===== src/rtl/led_sequence_player.sv =====
// led_sequence_player: plays a stored colour sequence on the four game LEDs.
// It steps through a synchronous sequence memory. Each step shows one colour
// for ON_CYCLES and then keeps all LEDs dark for OFF_CYCLES. When the whole
// sequence has played, done pulses for one cycle.
// LED order inside leds_q: bit0 red, bit1 blue, bit2 green, bit3 yellow.
module led_sequence_player #(
  parameter int CLOCK_FREQ = 50000000,
  parameter int ON_CYCLES  = CLOCK_FREQ / 2,
  parameter int OFF_CYCLES = CLOCK_FREQ / 4,
  parameter int MAX_LEN    = 32,
  parameter int ADDR_W     = 5
) (
  input  logic              clock,
  input  logic              reset,
  input  logic              start,
  input  logic              abort,
  input  logic [ADDR_W:0]   seq_len,
  output logic [ADDR_W-1:0] mem_addr,
  input  logic [1:0]        mem_data,
  output logic              red_led,
  output logic              blue_led,
  output logic              green_led,
  output logic              yellow_led,
  output logic              busy,
  output logic              done
);

  typedef enum logic [2:0] {
    S_IDLE,
    S_ADDR,
    S_WAIT,
    S_SHOW,
    S_GAP,
    S_DONE
  } state_t;

  localparam logic [31:0]     ON_LOAD   = 32'(ON_CYCLES - 1);
  localparam logic [31:0]     OFF_LOAD  = 32'(OFF_CYCLES - 1);
  localparam logic [ADDR_W:0] MAX_LEN_W = (ADDR_W + 1)'(MAX_LEN);
  localparam logic [ADDR_W:0] ONE_LEN   = (ADDR_W + 1)'(1);
  localparam logic [ADDR_W-1:0] ONE_IDX = ADDR_W'(1);

  state_t            state_q, state_d;
  logic [ADDR_W:0]   len_q, len_d;
  logic [ADDR_W-1:0] idx_q, idx_d;
  logic [ADDR_W-1:0] addr_q, addr_d;
  logic [31:0]       cnt_q, cnt_d;
  logic [3:0]        leds_q, leds_d;
  logic              busy_q, busy_d;
  logic              done_q, done_d;

  logic [ADDR_W:0]   len_clamped;
  logic              last_step;

  // Next-state and registered-output logic; abort overrides everything outside IDLE.
  always_comb begin
    state_d = state_q;
    len_d   = len_q;
    idx_d   = idx_q;
    addr_d  = addr_q;
    cnt_d   = cnt_q;
    leds_d  = leds_q;
    busy_d  = busy_q;
    done_d  = 1'b0;

    len_clamped = (seq_len > MAX_LEN_W) ? MAX_LEN_W : seq_len;
    // idx is zero-extended so the compare never wraps at the top address.
    last_step   = (({1'b0, idx_q} + ONE_LEN) == len_q);

    case (state_q)
      S_IDLE: begin
        if (start && !abort) begin
          len_d  = len_clamped;
          idx_d  = '0;
          addr_d = '0;
          if (len_clamped == '0) begin
            state_d = S_DONE;
            done_d  = 1'b1;
            busy_d  = 1'b0;
          end else begin
            state_d = S_ADDR;
            busy_d  = 1'b1;
          end
        end
      end
      S_ADDR: begin
        // The memory samples mem_addr on this edge.
        state_d = S_WAIT;
      end
      S_WAIT: begin
        // mem_data is valid now; light exactly one LED.
        leds_d  = 4'b0001 << mem_data;
        cnt_d   = ON_LOAD;
        state_d = S_SHOW;
      end
      S_SHOW: begin
        if (cnt_q == '0) begin
          leds_d  = 4'b0000;
          cnt_d   = OFF_LOAD;
          state_d = S_GAP;
        end else begin
          cnt_d = cnt_q - 32'd1;
        end
      end
      S_GAP: begin
        if (cnt_q == '0) begin
          if (last_step) begin
            state_d = S_DONE;
            done_d  = 1'b1;
            busy_d  = 1'b0;
          end else begin
            idx_d   = idx_q + ONE_IDX;
            addr_d  = idx_q + ONE_IDX;
            state_d = S_ADDR;
          end
        end else begin
          cnt_d = cnt_q - 32'd1;
        end
      end
      S_DONE: begin
        // A start seen here is ignored; IDLE picks it up on the next edge.
        state_d = S_IDLE;
      end
      default: begin
        state_d = S_IDLE;
      end
    endcase

    if (abort && (state_q != S_IDLE)) begin
      state_d = S_IDLE;
      leds_d  = 4'b0000;
      busy_d  = 1'b0;
      done_d  = 1'b0;
      addr_d  = '0;
      idx_d   = '0;
      cnt_d   = '0;
    end
  end

  // State and output registers with asynchronous clear.
  always_ff @(posedge clock or posedge reset) begin
    if (reset) begin
      state_q <= S_IDLE;
      len_q   <= '0;
      idx_q   <= '0;
      addr_q  <= '0;
      cnt_q   <= '0;
      leds_q  <= '0;
      busy_q  <= 1'b0;
      done_q  <= 1'b0;
    end else begin
      state_q <= state_d;
      len_q   <= len_d;
      idx_q   <= idx_d;
      addr_q  <= addr_d;
      cnt_q   <= cnt_d;
      leds_q  <= leds_d;
      busy_q  <= busy_d;
      done_q  <= done_d;
    end
  end

  assign mem_addr   = addr_q;
  assign red_led    = leds_q[0];
  assign blue_led   = leds_q[1];
  assign green_led  = leds_q[2];
  assign yellow_led = leds_q[3];
  assign busy       = busy_q;
  assign done       = done_q;

endmodule


===== config.mk =====
export PLATFORM = sky130hd
export DESIGN_NAME = led_sequence_player
export DESIGN_NICKNAME = d
export VERILOG_FILES = /design/src/rtl/led_sequence_player.sv
export SDC_FILE = /design/constraint.sdc
export NUM_CORES = 1
export LEC_CHECK = 0
export CORE_MARGIN = 2
export CORE_UTILIZATION = 46
export DETAILED_ROUTE_END_ITERATION = 10
export GPL_ROUTABILITY_DRIVEN = 0
export SLEW_MARGIN = 15
export SYNTH_ARGS = -nofsm -noshare
export SYNTH_HDL_FRONTEND = slang
export SYNTH_SLANG_ARGS = --single-unit

===== constraint.sdc =====
create_clock -name clock -period 5 [get_ports clock]
set_input_delay 1.5 -clock clock [delete_from_list [all_inputs] [get_ports clock]]
set_output_delay 1.5 -clock clock [all_outputs]
set_load 0.05 [all_outputs]

==> flow_summary.ini <==
[critical_path]
crit_slowest_cell = o221a_2
critPathRequiredTime_ns = 5.21
crit_type = reg -> reg
setup.worst_path.start_class = flip-flop
crit_path_end_kind = flip-flop
slowest_delay_ns = 0.68
critical_path.max_fanout = 28
crit_arrival_ns = 3.52
path_cells = inv_1 -> ha_1 -> nor3b_2 -> nand4_2 -> nor3_4 -> o221a_2 -> nor2_1 -> a22o_1
path_buf_inv = 1
path_delay_family = simple AND/OR/NAND/NOR gates

[timing]
worstMarginPinSlew_ns = 1.008
fin_ws_ns = 1.692
rsz0062_at_grt = no
finalSetupViolCount = 0
fin_skew_ns = 0.01213
final_max_slew_viol_count = 0
tns_ns = 0
max-slew-margin-rel = 0.3283
fin_crit_ns = 3.308
hold_violations = 0
fmax_mhz = 302.3
period_share = 0.6617

[cts]
clockBufferDepth = 2
cts_tree = done
cts_resized = 0
clock_sinks = 52
postCtsSetupRepairBufs = 0
ctsHoldBuffers = 0
cts_buffers = 5
clk_latency_ns = 0.31
cts_max_level = 2
root_buffer = clkbuf_8
clk_pin_slew_ns = 0.10

[synthesis]
ys_ff_latch = 52
ys.flop_type = dfrtp_1
synth_cell_types = 64
synth.most_common_cell = dfrtp_1
yosys_warnings = 0
ys_async_sr_fraction = 1.000
synthCells = 380
synthesis.area_mm2 = 0.003307
synth_edf_count = 0
synth_top_area_cell = dfrtp_1
ys_seq_area_frac = 0.3935
synth.top_cells.by_count = 52 x dfrtp_1, 38 x nand2_1, 31 x a21oi_1, 28 x nor2_1, 28 x o21ai_0
netlist.area_leader.share = 0.3935
synth_area_leaders = dfrtp_1 39%, a21oi_1 4.7%, nand2_1 4.3%
syn_area_per_cell_um2 = 8.702
synth_fp_nets = 394

[placement]
placedCellCount = 480
io_buffers = 22
place_ws_ns = 1.491
place_area_mm2 = 0.003565
hpwl_um = 5971

[final_layout]
nNetsFinal = 405
drive_gt1_frac = 0.08673
fin_area_mm2 = 0.003657
area_growth_pct = 10.59
final_util = 0.5324
num_antenna_cells = 0
instances_no_fill = 488

[flow_run]
cap_violations = 0

[global_routing]
grt_max_degree = 33
grt_pass1_wl_um = 14390
grt_pass1_vias = 2849
gr-total-overflow = 0
grt_antenna_before_repair = 0
grt.total_usage = 0.2367

[drt]
drt_wl_total_um = 8648
firstDrtPassIters = 5
via_count = 3081
final_antenna_net_count = 0
routedWlPerCell_um = 17.72
route.detailed.drc = 0
via_per_inst = 6.314
drt-initial-drc-count = 326

[die]
die_w_um = 88.79
ios = 23
coreArea_mm2 = 0.006869
floorplan.initialDensity = 0.4814
die_area_mm2 = 0.007883
rows = 30
fp.dieH_um = 88.79

[power_and_ir_drop]
power_leakage_nw = 1.414
p_per_area_mw_per_mm2 = 352.7
ir_drop_v = 0.0001896

[min_path]
hp-class = reg -> reg

[outcome]
status = finished clean
## state kept, by name (all words and copies together) (netlist names)
| name | cells |
|---|---|
| busy | 1 |
| cnt_q | 32 |
| done | 1 |
| leds_q | 4 |
| len_q | 6 |
| mem_addr | 5 |
| state_q | 3 |
## placed cells by master, fill, tap and decap left out, types with 4 or more instances in the layout
cell type	synthesis	layout
dfrtp_1	52	52
nand2_1	38	38
a21oi_1	31	31
nor2_1	28	28
o21ai_0	28	28
clkdlybuf4s50_1	0	22
nor3_1	13	13
nand3_1	13	13
or3_1	12	12
inv_1	12	11
nand2b_1	11	11
or4_1	9	9
a31oi_1	9	9
nor4_1	7	7
a311oi_1	6	6
o31ai_1	6	6
a22o_1	6	6
clkbuf_8	0	6
nand4b_1	5	5
a211oi_1	5	5
and3_1	4	4
## report_power, final
part / switching (W) / internal (W) / leakage (nW)
logic: 0.000259 / 0.000163 / 0.698
registers: 0.000109 / 0.000504 / 0.665
clock network: 0.000144 / 0.000111 / 0.0510
total: 0.000512 / 0.000778 / 1.41
## stage by stage
| stage | power (W) | hold slack, ns |
|---|---|---|
| final | 0.001290 | 0.4856 |
| after global routing | 0.001379 | 0.5340 |
| after global placement | 0.001030 | 0.4631 |
| after floorplan | 0.0009199 | 0.4419 |
| after detailed placement | 0.001037 | 0.4762 |
| after CTS | 0.001292 | 0.4899 |
## cell families after synthesis
kind of cell             Yosys count  share of synthesized area
AND/OR/NAND/NOR                  165                     0.2902
XOR/XNOR                           6                    0.01589
multiplexers                       4                    0.01324
AO/OA/AOI/OAI                    118                     0.2342
flip-flops                        52                     0.3935
buffers and inverters             33                    0.04540
adder cells (fa/ha/maj)            2                   0.007566
## worst paths after layout
| kind | from | end | slack, ns | cells past startpoint |
|---|---|---|---|---|
| max | cnt_q[0] | cnt_q[22] | 1.69 | 8 |
| min | cnt_q[26] | cnt_q[26] | 0.49 | 1 |
| max reg2reg | cnt_q[0] | cnt_q[22] | 1.69 | 8 |
| min reg2reg | cnt_q[26] | cnt_q[26] | 0.49 | 1 |
| max in group asynchronous | reset | cnt_q[27] | 2.65 | 3 |
| min in group asynchronous | reset | len_q[0] | 1.60 | 2 |
## area by class of cell
cell class                      instances  area (µm²)
Clock buffer                            6       82.58
Clock inverter                          2       10.01
Fill cell                             649        3212
Inverter                               12       45.04
Multi-Input combinational cell        295        1856
Sequential cell                        52        1301
Tap cell                               96       120.1
Timing Repair Buffer                   25       242.7
## metal layers
| layer | up-vias | routed length (µm) | part of all wire | GRT usage |
|---|---|---|---|---|
| li1 | 1455 | - | - | - |
| met1 | 1500 | 4305 | 0.50 | 0.3682 |
| met2 | 112 | 3641 | 0.42 | 0.3311 |
| met3 | 14 | 561 | 0.065 | 0.03638 |
| met4 | 0 | 141 | 0.016 | 0.08264 |
| met5 | - | 0 | 0 | 0 |
Note: power is estimated with default switching activity, not from simulation.
==> patch 1 (config.mk and constraints unchanged) <==
Encoding of `state_t`: now Gray code (3 bits for 6 states).
--- a/src/rtl/led_sequence_player.sv
+++ b/src/rtl/led_sequence_player.sv
@@ -26,12 +26,12 @@
 );
 
   typedef enum logic [2:0] {
-    S_IDLE,
-    S_ADDR,
-    S_WAIT,
-    S_SHOW,
-    S_GAP,
-    S_DONE
+    S_IDLE = 3'b000,
+    S_ADDR = 3'b001,
+    S_WAIT = 3'b011,
+    S_SHOW = 3'b010,
+    S_GAP  = 3'b110,
+    S_DONE = 3'b111
   } state_t;
 
   localparam logic [31:0]     ON_LOAD   = 32'(ON_CYCLES - 1);
Behaviour: no difference found for any inputs over 10 cycles, from zero or initial values and one cycle with reset high; not proved beyond that.
==> patch 1 against the original RTL <==
  * Total power shrank 2.2%
  * Sequential cell count is the same
  * Worst setup slack lost 200 ps
  * Critical endpoint is now cnt_q[12]
  * Synthesized area shrank 4.8%
  * Non-clock buffer count shrank 1
  * Sequential share of layout area grew 1.6 points
  * Design area shrank 4.3%
  * Routed wire length shrank 14%
==> patch 1: results (changes against the original RTL) <==
Worst setup path
  – R2r setup slk: 2120 ps (+430 ps)
  – Critical path start-end classification: primary input to register
  – Largest stage delay, worst path: 630 ps (-50 ps)
  – Capture point of the critical path: cnt_q[12]
  – Critical-path maximum fanout: 20 (-29%)
  – Worst path top cell family by delay: compound AO/OA/AOI/OAI gates
  – Worst path slowest cell: clkdlybuf4s50_1
  – Worst setup path start: abort

Detailed routing
  – Average detailed-routed wire length per instance: 16.13 um (-9.0%)
  – Total via count after detailed routing: 2761 (-10%)
  – Total iterations of the first detailed-routing run: 4 (-1)
  – Detailed Route Iter0 Violations: 131 (-60%)

Power
  – Worst voltage drop across the vdd grid: 0.1978 mV (+4.3%)
  – Combinational group share of total power: 33.2% (+0.5 points)
  – Leakage power of the design: 1.439 nW (+1.7%)
  – Power of the clock network: 250 uW (-2%)
  – Net switching power: 490.1 uW (-4.2%)

Synthesis
  – Share of synthesized area spent on multiplexers: 1.392% (+0.067 points)
  – Fraction of the mapped netlist area in compound gates: 25.61% (+2.2 points)
  – Post-synthesis share of cell area spent on full adders, half adders and majority gates: 0.7952% (+0.039 points)
  – Most instantiated cells after synthesis: dfrtp_1, o21ai_0, nand2_1
  – Number of distinct library cells after synthesis: 63 (-1.6%)
  – Top cells by area, synth: dfrtp_1, o21ai_0, nand2_1
  – Synth Net Count: 376 (-4.6%)
  – Sequential share of the synthesized area: 41.35% (+2.0 points)
  – Xor and xnor fraction of the mapped netlist area: 1.948% (+0.36 points)

Placed design
  – Placed cell area: 3410 sq um (-4.4%)
  – Setup Slack @ Placement: 1221 ps (-270.9 ps)
  – Half-perimeter wire length after placement: 5262 um (-12%)

Timing
  – Min Clock Period, post-route: 3508 ps (+199.9 ps)
  – Max Clock Skew: 7.922 ps (-4.210 ps)
  – Remaining max-slew budget at the tightest pin: 36.57% (+3.7 points)

GRT
  – First-pass GRT wire length: 12800 um (-11%)
  – Antenna violations before repair: 0 (unchanged)
  – Largest net degree at the start of global routing: 32 (-3.0%)
  – Number of global-route vias before repair: 2616 (-8.2%)
  – Overall routing resource usage: 21.45% (-2.2 points)

Clocking
  – Count of instances resized after the clock tree is built: 0 (unchanged)

Cells and area
  – Nets@finish: 395 (-2.5%)
  – Fraction of final layout cells sized beyond drive strength 1: 8.115% (-0.56 points)

Outcome
  – Result of the run: complete, no violations

Hold path
  – Number of instances on the worst hold path: 2 (+1)
  – Start point of the worst hold path: leds_q[2]
  – End point of the most critical hold path: leds_q[2]
-- patch 1: cell count changes in the layout (fill, tap and decap cells not counted), moves of 4 or more --
cell      change
o21ai_0      +23
a31oi_1       -5
a21o_1        +5
a21oi_1       -5
or3_1         -8
nand2b_1      -4
nor2_1        +4
a211oi_1      -4
or4_1         -6
nand2_1       +4
-- patch 1: logic make-up (layout without fill, tap and decap cells) --
kind of cell             after synthesis  count (layout)
flip-flops                            52              52
AND/OR/NAND/NOR                      149             149
buffers and inverters                 22              42
AO/OA/AOI/OAI                        126             126
XOR/XNOR                               7               7
adder cells (fa/ha/maj)                2               2
multiplexers                           4               4
-- patch 1: area by class of cell --
| cell class | instances | area (sq um) |
|---|---|---|
| fill | 634 | 3219 |
| multi-input combinational | 288 | 1735 |
| sequential | 52 | 1301 |
| timing repair buffer | 24 | 235.2 |
| tap | 80 | 100.1 |
| clock buffer | 8 | 90.09 |
| inverter | 10 | 37.54 |
-- patch 1: layer usage --
layer / track usage, % / up-vias / wire [um]
met5: 0 / - / 0
met4: 6.250 / 0 / 84
met3: 3.238 / 9 / 254
met2: 35.24 / 57 / 3541
met1: 29.42 / 1315 / 3572
li1: - / 1380 / -
-- patch 1: per-stage QoR --
| step | hold slack (ps) | std cells | power [mW] | utilization, % |
|---|---|---|---|---|
| 4_1_cts | 490.6 | 462 | 1.272 | 52.09 |
| 6_report | 487.8 | 462 | 1.262 | 52.09 |
| 3_3_place_gp | 470.1 | 454 | 1.015 | 50.74 |
| 3_5_place_dp | 472.7 | 454 | 1.019 | 50.74 |
| 2_1_floorplan | 444.7 | 362 | 0.9027 | - |
| 5_1_grt | 511.2 | 462 | 1.355 | 52.09 |
==> patch 2 (config.mk and constraints unchanged) <==
Made on the original files. Set the parameter `ADDR_W` to 4 (it was 5).
--- a/src/rtl/led_sequence_player.sv
+++ b/src/rtl/led_sequence_player.sv
@@ -8,7 +8,7 @@
   parameter int ON_CYCLES  = CLOCK_FREQ / 2,
   parameter int OFF_CYCLES = CLOCK_FREQ / 4,
   parameter int MAX_LEN    = 32,
-  parameter int ADDR_W     = 5
+  parameter int ADDR_W     = 4
 ) (
   input  logic              clock,
   input  logic              reset,
Ports: changed (resized mem_addr and seq_len); port bits go from 23 to 21. The function was not compared with the original's and may differ.
==> patch 2 against the original RTL <==
  * Total power decreased by 1.9%
  * Synthesized area shrank 14%
  * Design area down 14%
  * Die area shrank 14%
  * Combinational power decreased by 6.9%
  * Sequential cell count down 2
  * Highest routed layer unchanged
  * Routed wire length down 23%
  * Largest power group unchanged
  * Largest cell class unchanged
  * Worst setup slack got worse by 140 ps
==> patch 2: results (changes against the original RTL) <==
Outcome
  – Result of the run: complete, no violations

Power
  – Total internal power: 781.0 uW (+0.35%)
  – Leakage power of the design: 1.245 nW (-12%)
  – Worst voltage drop across the vdd grid: 0.1902 mV (+0.31%)

Detailed routing
  – Wire length on met2: 3047 um (-16%)
  – Total iterations of the first detailed-routing run: 4 (-1)
  – Total via count after detailed routing: 2515 (-18%)
  – M1 WL: 3284 um (-24%)
  – Detailed Route Iter0 Violations: 184 (-44%)
  – Total wire length after detailed routing: 6634 um (-23%)
  – Met3 Wirelength: 239 um (-57%)
  – Ratio of routed vias to standard cells: 6.225 (-1.4%)

Cells and area
  – Leading registers by flop count: cnt_q: 32 flops, len_q: 5 flops
  – Nets@finish: 341 (-16%)
  – Fraction of final layout cells sized beyond drive strength 1: 5.471% (-3.2 points)

Placed design
  – Setup Slack @ Placement: 1260 ps (-231.1 ps)
  – Number of buffer cells added on primary ports: 15 (-32%)
  – Half-perimeter wire length after placement: 4598 um (-23%)
  – Placed cell area: 3037 sq um (-15%)
  – Number of cells after detailed placement: 396 (-18%)

GRT
  – First-pass GRT wire length: 11060 um (-23%)
  – Met1 track demand over resource: 30.97% (-5.9 points)
  – Overall routing resource usage: 21.19% (-2.5 points)
  – Global routing met2 resource utilization: 33.31% (+0.20 points)
  – Routing usage on met3: 3.587% (-0.051 points)
  – Largest net degree at the start of global routing: 51 (+55%)
  – Number of global-route vias before repair: 2240 (-21%)

Clocking
  – Post CTS Setup Buffer Count: 0 (unchanged)
  – H-tree depth: 2 (unchanged)

Synthesis
  – Top cells by area, synth: dfrtp_1, nor2_1, a21oi_1
  – Count of mapped cells out of synthesis: 317 (-17%)
  – Synth Net Count: 330 (-16%)
  – Number of distinct library cells after synthesis: 51 (-20%)
  – Sequential share of the synthesized area: 44.11% (+4.8 points)
  – Most instantiated cells after synthesis: dfrtp_1, nor2_1, nand2_1

Worst setup path
  – Worst path slowest cell: o31ai_4
  – Arrival time worst endpoint: 3600 ps (+80 ps)
  – Cells on worst reg2reg path: 5 (-3)
  – Critical-path maximum fanout: 18 (-36%)

Timing
  – Worst slew pin tran: 1045 ps (+37.75 ps)
  – Max Clock Skew: 9.975 ps (-2.157 ps)

Hold path
  – Number of instances on the worst hold path: 2 (+1)
  – Hold WC Path Type: register to register
## patch 2: cell count changes after synthesis, sizes merged, moves of 7 or more
| cell | unedited run | this run |
|---|---|---|
| xnor2 | 3 | 11 |
| o21ai | 31 | 21 |
| a21oi | 32 | 21 |
| nand2 | 38 | 26 |
| nand3 | 14 | 7 |
## patch 2: power groups by stage
stage | clock network [mW] | registers (mW) | logic, mW
2_1_floorplan | 0 | 0.571 | 0.308
3_3_place_gp | 0 | 0.589 | 0.386
3_5_place_dp | 0 | 0.589 | 0.392
4_1_cts | 0.295 | 0.583 | 0.393
5_1_grt | 0.309 | 0.601 | 0.438
6_report | 0.285 | 0.587 | 0.393
## patch 2: worst paths after layout
| kind | from | end | slack (ps) |
|---|---|---|---|
| max in group asynchronous | reset | leds_q[1] | 2810 |
| setup reg to reg | cnt_q[6] | cnt_q[25] | 1670 |
| hold / removal | leds_q[0] | leds_q[0] | 490 |
| min in group asynchronous | reset | len_q[2] | 1640 |
| hold reg to reg | leds_q[0] | leds_q[0] | 490 |
| setup / recovery | abort | cnt_q[25] | 1550 |
## patch 2: critical path, delay by kind of cell
family                    cells  cell delay, ps
and+or+nand+nor               3             520
xor gates and xnor gates      1             200
buffers and inverters         1             500
AOI/OAI and AO/OA             2             880
## patch 2: area by class of cell
class,count,area [sq um]
clock buffer,5,68.82
clock inverter,3,40.04
fill,591,2809
inverter,7,27.53
multi-input combinational,248,1508
sequential,50,1251
tap,75,93.84
timing repair buffer,16,157.7
## patch 2: logic make-up (layout without fill, tap and decap cells)
group           count (synthesis)  count (layout)  share of synthesized area [%]
compound gates                 85              85                          19.94
xor+xnor                       17              17                          5.734
fa+ha+maj                       2               2                         0.8821
buf+inv                        19              31                          2.735
flops                          50              50                          44.11
simple gates                  144             144                          26.60
